<file path="src/rtl/seq_chunk_addsub.sv">
// -----------------------------------------------------------------------------
// seq_chunk_addsub
//   Multi-cycle adder/subtractor. Each clock it adds CHUNK bits of the operands
//   and keeps the carry in a register, so the critical path is one CHUNK-bit
//   adder no matter how wide WIDTH is. A result takes WIDTH/CHUNK clocks.
//   Subtraction is done as A + ~B + ~cin. The operands are prepared once, on
//   the accepting edge, so the datapath itself only ever adds.
//
// Ports
//   clk, rst_n          rising-edge clock, asynchronous active-low reset
//   in_valid/in_ready   operand handshake (in_ready is high only in IDLE)
//   a, b, cin, sub      operands, carry/borrow-in, 0=add 1=subtract
//   out_valid/out_ready result handshake (out_valid is high only in DONE)
//   sum, cout, ovf      result (wraps modulo 2^WIDTH), carry-out (for sub,
//                       1 = no borrow), signed overflow
//   busy                high while an operation is in RUN or DONE
// -----------------------------------------------------------------------------
module seq_chunk_addsub #(
    parameter int WIDTH = 16,
    parameter int CHUNK = 4
) (
    input  logic             clk,
    input  logic             rst_n,
    input  logic             in_valid,
    output logic             in_ready,
    input  logic [WIDTH-1:0] a,
    input  logic [WIDTH-1:0] b,
    input  logic             cin,
    input  logic             sub,
    output logic             out_valid,
    input  logic             out_ready,
    output logic [WIDTH-1:0] sum,
    output logic             cout,
    output logic             ovf,
    output logic             busy
);

    localparam int NCHUNK = WIDTH / CHUNK;
    localparam int IW     = (NCHUNK > 1) ? $clog2(NCHUNK) : 1;
    localparam logic [IW-1:0] LAST = IW'(NCHUNK - 1);

    localparam logic [1:0] S_IDLE = 2'd0;
    localparam logic [1:0] S_RUN  = 2'd1;
    localparam logic [1:0] S_DONE = 2'd2;

    if (WIDTH < 1 || CHUNK < 1 || (WIDTH % CHUNK) != 0) begin : g_bad_param
        $error("seq_chunk_addsub: CHUNK must divide WIDTH");
    end

    logic [1:0]       state;
    logic [WIDTH-1:0] a_q;
    logic [WIDTH-1:0] b_q;      // already inverted for subtraction
    logic             carry;
    logic [IW-1:0]    idx;
    logic [WIDTH-1:0] sum_q;
    logic             cout_q;
    logic             ovf_q;

    // Current slice of the ripple
    logic [CHUNK-1:0] a_sl;
    logic [CHUNK-1:0] b_sl;
    logic [CHUNK-1:0] s_sl;
    logic             c_sl;
    logic             c_msb;

    always_comb begin
        a_sl = a_q[int'(idx) * CHUNK +: CHUNK];
        b_sl = b_q[int'(idx) * CHUNK +: CHUNK];
        {c_sl, s_sl} = {1'b0, a_sl} + {1'b0, b_sl} + {{CHUNK{1'b0}}, carry};
        // Carry into the slice MSB recovered from the MSB sum bit
        // (s = a ^ b ^ c), which also covers CHUNK=1 where it is just carry.
        c_msb = a_sl[CHUNK-1] ^ b_sl[CHUNK-1] ^ s_sl[CHUNK-1];
    end

    always_ff @(posedge clk or negedge rst_n) begin
        if (!rst_n) begin
            state  <= S_IDLE;
            a_q    <= '0;
            b_q    <= '0;
            carry  <= 1'b0;
            idx    <= '0;
            sum_q  <= '0;
            cout_q <= 1'b0;
            ovf_q  <= 1'b0;
        end else begin
            case (state)
                S_IDLE: begin
                    if (in_valid) begin
                        a_q   <= a;
                        b_q   <= b ^ {WIDTH{sub}};
                        carry <= cin ^ sub;
                        idx   <= '0;
                        state <= S_RUN;
                    end
                end
                S_RUN: begin
                    sum_q[int'(idx) * CHUNK +: CHUNK] <= s_sl;
                    carry <= c_sl;
                    if (idx == LAST) begin
                        cout_q <= c_sl;
                        ovf_q  <= c_msb ^ c_sl;
                        state  <= S_DONE;
                    end else begin
                        idx <= idx + 1'b1;
                    end
                end
                S_DONE: begin
                    if (out_ready) begin
                        state <= S_IDLE;
                    end
                end
                default: state <= S_IDLE;
            endcase
        end
    end

    // Handshake flags decode straight from state so reset clears them at once.
    assign in_ready  = (state == S_IDLE);
    assign out_valid = (state == S_DONE);
    assign busy      = (state != S_IDLE);
    assign sum       = sum_q;
    assign cout      = cout_q;
    assign ovf       = ovf_q;

endmodule

</file>
<file path="config.mk">
export PLATFORM = sky130hd
export DESIGN_NAME = seq_chunk_addsub
export DESIGN_NICKNAME = d
export VERILOG_FILES = /design/src/rtl/seq_chunk_addsub.sv
export SDC_FILE = /design/constraint.sdc
export NUM_CORES = 1
export LEC_CHECK = 0
export CAP_MARGIN = 25
export CORE_MARGIN = 1
export CORE_UTILIZATION = 40
export CTS_BUF_LIST = sky130_fd_sc_hd__clkbuf_16
export DETAILED_ROUTE_END_ITERATION = 7
export PLACE_DENSITY = 0.75
export SLEW_MARGIN = 10
export SYNTH_ARGS = -nofsm -noshare
export SYNTH_HDL_FRONTEND = slang
export SYNTH_SLANG_ARGS = --single-unit
</file>
<file path="constraint.sdc">
create_clock -name clk -period 3.1 [get_ports clk]
set_clock_uncertainty 0.05 [all_clocks]
set_input_delay 0.465 -clock clk [delete_from_list [all_inputs] [get_ports clk]]
set_output_delay 0.465 -clock clk [all_outputs]
set_load 0.005 [all_outputs]
</file>
# ---- Yosys cells after proc, flatten, opt, wreduce, memory -nomap -nowiden
# Cells that the tools add are included.
dict set report op_classes {
  n_shift 4
  bitwise_logic 5
  muxes 10
  reduce_logical 8
  eq_ne 7
  add_sub_neg 4
}
# op count
set ops {}
lappend ops {{negator 4 -> 33 bit} 1}
lappend ops {{variable shift 4 x 33 -> 16 bit (first input constant)} 1}
lappend ops {{variable part select 4 x 33 -> 16 bit} 1}
lappend ops {{variable part select 16 x 5 -> 4 bit} 2}
lappend ops {{bitwise mux 16 bit} 1}
lappend ops {{bitwise XOR 16 bit} 1}
lappend ops {{two-way mux 2 bit} 5}
lappend ops {{inequality test 2 bit (second input constant)} 3}
lappend ops {{one-hot mux 2 bit (3 select lines)} 1}
lappend ops {{AND reduction 2 bit} 3}
lappend ops {{AND reduction 3 bit} 2}
lappend ops {{adder 4 x 4 -> 5 bit} 1}
lappend ops {{adder 5 x 1 -> 5 bit} 1}
lappend ops {{== test 2 bit (second input constant)} 2}
lappend ops {{one-hot mux 2 bit (2 select lines)} 1}
lappend ops {{nonzero test 2 bit} 2}
lappend ops {{bitwise XOR 1 bit} 4}
lappend ops {{adder 2 x 1 -> 2 bit (second input constant)} 1}
lappend ops {{== test 2 x 1 -> 1 bit (second input constant)} 1}
lappend ops {{zero test 2 bit} 1}
lappend ops {{inequality test 2 x 1 -> 1 bit (second input constant)} 1}
lappend ops {{one-hot mux 1 bit (2 select lines)} 1}
lappend ops {{two-way mux 1 bit} 1}
dict set report totals {
  ff_bits 55
  output_inout_bits 21
  wordCells 46
  input_bits 38
}

# ---- Logic depth before layout (Yosys ltp)
dict set report logic_depth {
  word_depth 5
  ltp_mapped 8
  mapped_depth_nobuf 7
}

# ---- Worst setup path after synthesis
# Ideal clock, no wire load.
dict set report synth_timing {
  path_kind {register to register}
  startpoint {register idx[0]}
  endpoint {register ovf_q (netlist: ovf)}
  t_arrival_ps 2720
  period_less_slack_ps 2897
  n_path_buf 1
  slack_ps 203
  stages_incl_launch_ff 9
  setup_ps 127
  required_time_ps 2923
  cell_sequence {dfrtp_1 -> buf_2 -> mux4_2 -> fa_1 -> fa_1 -> a21o_1 -> a21oi_1 -> xnor2_1 -> o21ai_0}
}
dict set report synth_between {
  elab_chain_cells 5
  word_cells_on_any_way 9
  cone_classes {add/sub: 2; eq/ne: 1; shift: 2; bitwise: 3; reduce/logical: 1}
}
# element line_no
set synth_rtl {}
lappend synth_rtl {{from (decl)} 54} ;# logic [IW-1:0] idx;
lappend synth_rtl {{from (signal assigned)} 104} ;# idx <= idx + 1'b1;
lappend synth_rtl {{variable part select 16 x 5 -> 4 bit, on equally long branches} {67, 68}}
lappend synth_rtl {{adder 4 x 4 -> 5 bit} 69} ;# {c_sl, s_sl} = {1'b0, a_sl} + {1'b0, b_sl} + {{CHUNK{1'b0}}, carry};
lappend synth_rtl {{adder 5 x 1 -> 5 bit} 69}
lappend synth_rtl {{bitwise XOR 1 bit} 72} ;# c_msb = a_sl[CHUNK-1] ^ b_sl[CHUNK-1] ^ s_sl[CHUNK-1];
lappend synth_rtl {{bitwise XOR 1 bit} 101} ;# ovf_q <= c_msb ^ c_sl;
lappend synth_rtl {{to (signal assigned)} 101}
lappend synth_rtl {{to (decl)} 57} ;# logic ovf_q;
# Parallel ways exist; a longest one is shown, timed or not.
# A chain may end at the register's enable or synchronous reset.

# ---- Worst setup path in the final report
# Same ends and word-level chain as after synthesis.

==> run_results.csv <==
group,metric,value,unit
outcome,status,"complete, no violations",
place,dp_slack,0.419,ns
clocking,h-tree-depth,2,
setup_path,cp-end-kind,"register",
place,dp_hpwl,3760,µm
clocking,cts_sinks,55,
clocking,clkLatencyLatePin,0.29,ns
sta,post-route-period-util,86.5,%
clocking,cts_hold_buf,0,
floorplanning,die_h,83.1,µm
sta,fmax,373,MHz
drt,drt_iter0_drc,48,
setup_path,crit_fanout,4,
run,maxCapViolCount,0,
power,totalPowerFinal,3960,µW
global_route,grt_pass1_wl,9020,µm
synth,synthArstFlopShare,100,%
synth,synth_edf_count,0,
clocking,path_clk_slew,0.07,ns
synth,yosysSeqAreaShare,52.4,%
sta,setup_slack,0.418,ns
floorplanning,io_pins,59,
global_route,grt_usage,16.4,%
clocking,cts_tree,"done",
setup_path,critPathLaunchType,"register",
setup_path,cp-startpoint,"idx[0]",
synth,ys_ff_latch,55,
cells_and_area,nFillCells,510,
synth,syn_area,2630,µm²
clocking,root_buffer,"clkbuf_16",
global_route,antenna_found_initial,0,
synth,synthTopCellsByCount,"dfrtp_1, nor2_1, xnor2_1, a21oi_1, mux2_2",
place,place_congestion,0.781,
setup_path,cp.arrival,2.80,ns
floorplanning,die_x,83.1,µm
setup_path,r2r-end,"ovf",
drt,via_count,1759,
synth,netlist_instances,207,
power,ir_drop,0.000561,V
place,io_buffers,58,
sta,period_minus_slack,2.68,ns
sta,maxSlewViolCount,0,
drt,post_drt_wl_per_cell,14.6,µm
synth,synth.top_cell.area_share,52.4,%
global_route,grt_pass1_vias,1826,
synth,syn_avg_cell_area,12.7,µm²
setup_path,reg2reg_depth,7,
clocking,cts_resized,0,
cells_and_area,syn2layout_area_growth,32.9,%
clocking,cts_buffers,5,
sta,tns,0,ns
drt,antenna_left,0,
cells_and_area,fin_nets,318,
floorplanning,row_count,29,
synth,yosysTopAreaCell,"dfrtp_1",
synth,synthTopCellsByArea,"dfrtp_1, mux2_2, mux4_2",
power,power_density,1130,nW/µm²
global_route,overflow,0,
synth,synth_ff_type,"dfrtp_1",
drt,drtPass1Iterations,4,
setup_path,cp.required,3.22,ns
clocking,cts_max_path_buffers,2,
synth,synth.most_common_cell,"dfrtp_1",
cells_and_area,diodes,0,
synth,yosys_warnings,0,
floorplanning,dieArea,6900,µm²
cells_and_area,postLayoutCoreUtil,55.0,%
setup_path,reg2reg_from,"idx[0]",
drt,drt-vias-per-instance,5.07,
power,leakagePower,0.00147,µW
setup_path,criticalPathCategory,"reg2reg",
sta,worstMarginPinSlew,0.581,ns
setup_path,rrSetupSlack,0.42,ns
sta,rsz0062_at_grt,"no",
setup_path,crit_path_end,"ovf",
sta,final-hold-violation-count,0,
drt,finalWirelength,5050,µm
synth,synth_nets,256,
sta,setup_viol,0,
clocking,cts_setup_buffers,0,
floorplanning,start_util,41.4,%
sta,slew-limit-headroom,61.3,%
cells_and_area,drive_above_1_share,15.9,%
floorplanning,core_area,6350,µm²
min_path,hold_class,"in2async",
global_route,grt_max_degree,52,
synth,synthDistinctLibCells,28,
drt,drc,0,
==> worst min path at each step <==
| stage | end | slack (ns) | depth (start not counted) |
|---|---|---|---|
| after floorplan | a_q[0] | 0.12 | 0 |
| after global placement | sum[2] | 0.42 | 2 |
| after detailed placement | sum[2] | 0.43 | 2 |
| after CTS | sum[0] | 0.14 | 1 |
| after global routing | sum[0] | 0.16 | 1 |
| final | sum[0] | 0.12 | 1 |
==> layout make-up <==
type | instances | area, µm² | area share [%]
multi-input combinational | 137 | 1190 | 34.0
timing repair buffer | 64 | 621 | 17.8
clock buffer | 5 | 125 | 3.58
sequential | 55 | 1380 | 39.4
clock inverter | 3 | 63.8 | 1.83
inverter | 6 | 22.5 | 0.645
tap | 77 | 96.3 | 2.76
==> critical path, stage by stage, from the launching register on <==
cell and delay [ns]:
dfrtp_1 0.42, mux4_2 0.54, fa_1 0.44, fa_1 0.42, a21o_1 0.19, a21oi_1 0.26, xnor2_1 0.16, o21ai_0 0.09
==> registers in the layout, indices dropped and copies added (netlist names) <==
register	flops
a_q	16
b_q	16
sum	16
idx	2
state	2
carry	1
cout	1
ovf	1
==> through the flow <==
step	cells	area, µm²	hold slack [ns]
floorplan	207	2630	0.119
global placement	339	3300	0.419
detailed placement	339	3300	0.433
CTS	347	3490	0.139
global route	347	3490	0.162
finish	347	3490	0.120
==> layer usage <==
metal,wire length (µm),global-route usage (%),vias to the layer above
met2,2550,27.2,40
met5,0,0,-
met1,2240,21.8,852
met3,169,3.48,10
met4,90,4.86,0
li1,-,-,857
==> cells in the final DEF, fill, tap and decap left out, drive strengths merged <==
| master | n |
|---|---|
| clkdlybuf4s50 | 57 |
| dfrtp | 55 |
| nor2 | 19 |
| xnor2 | 19 |
| a21oi | 18 |
| mux2 | 17 |
| a22o | 16 |
| nand2 | 10 |
| ha | 9 |
| mux4 | 8 |
| inv | 7 |
| buf | 7 |
| clkbuf | 5 |
| o21ai | 5 |
| nand2b | 2 |
| a21o | 2 |
| and3 | 2 |
| fa | 2 |
| bufinv | 2 |
| nor3b | 1 |
| and2b | 1 |
| o211ai | 1 |
| nor3 | 1 |
| xor2 | 1 |
| nor4 | 1 |
| nor4b | 1 |
| nand4 | 1 |
==> where the power goes <==
| group | internal, µW | switching, µW | leakage (µW) |
|---|---|---|---|
| Combinational | 1020 | 987 | 0.000704 |
| Clock | 460 | 240 | 0.0000952 |
| Sequential | 1050 | 207 | 0.000669 |
| Total | 2530 | 1430 | 0.00147 |
==> cell families after synthesis <==
| kind of cell | share of synthesized area [%] |
|---|---|
| fa+ha+maj | 5.81 |
| buf+inv | 2.67 |
| xor+xnor | 6.67 |
| simple gates | 7.76 |
| flops | 52.4 |
| mux | 14.1 |
| compound gates | 10.6 |
(Power assumes the default switching activity.)
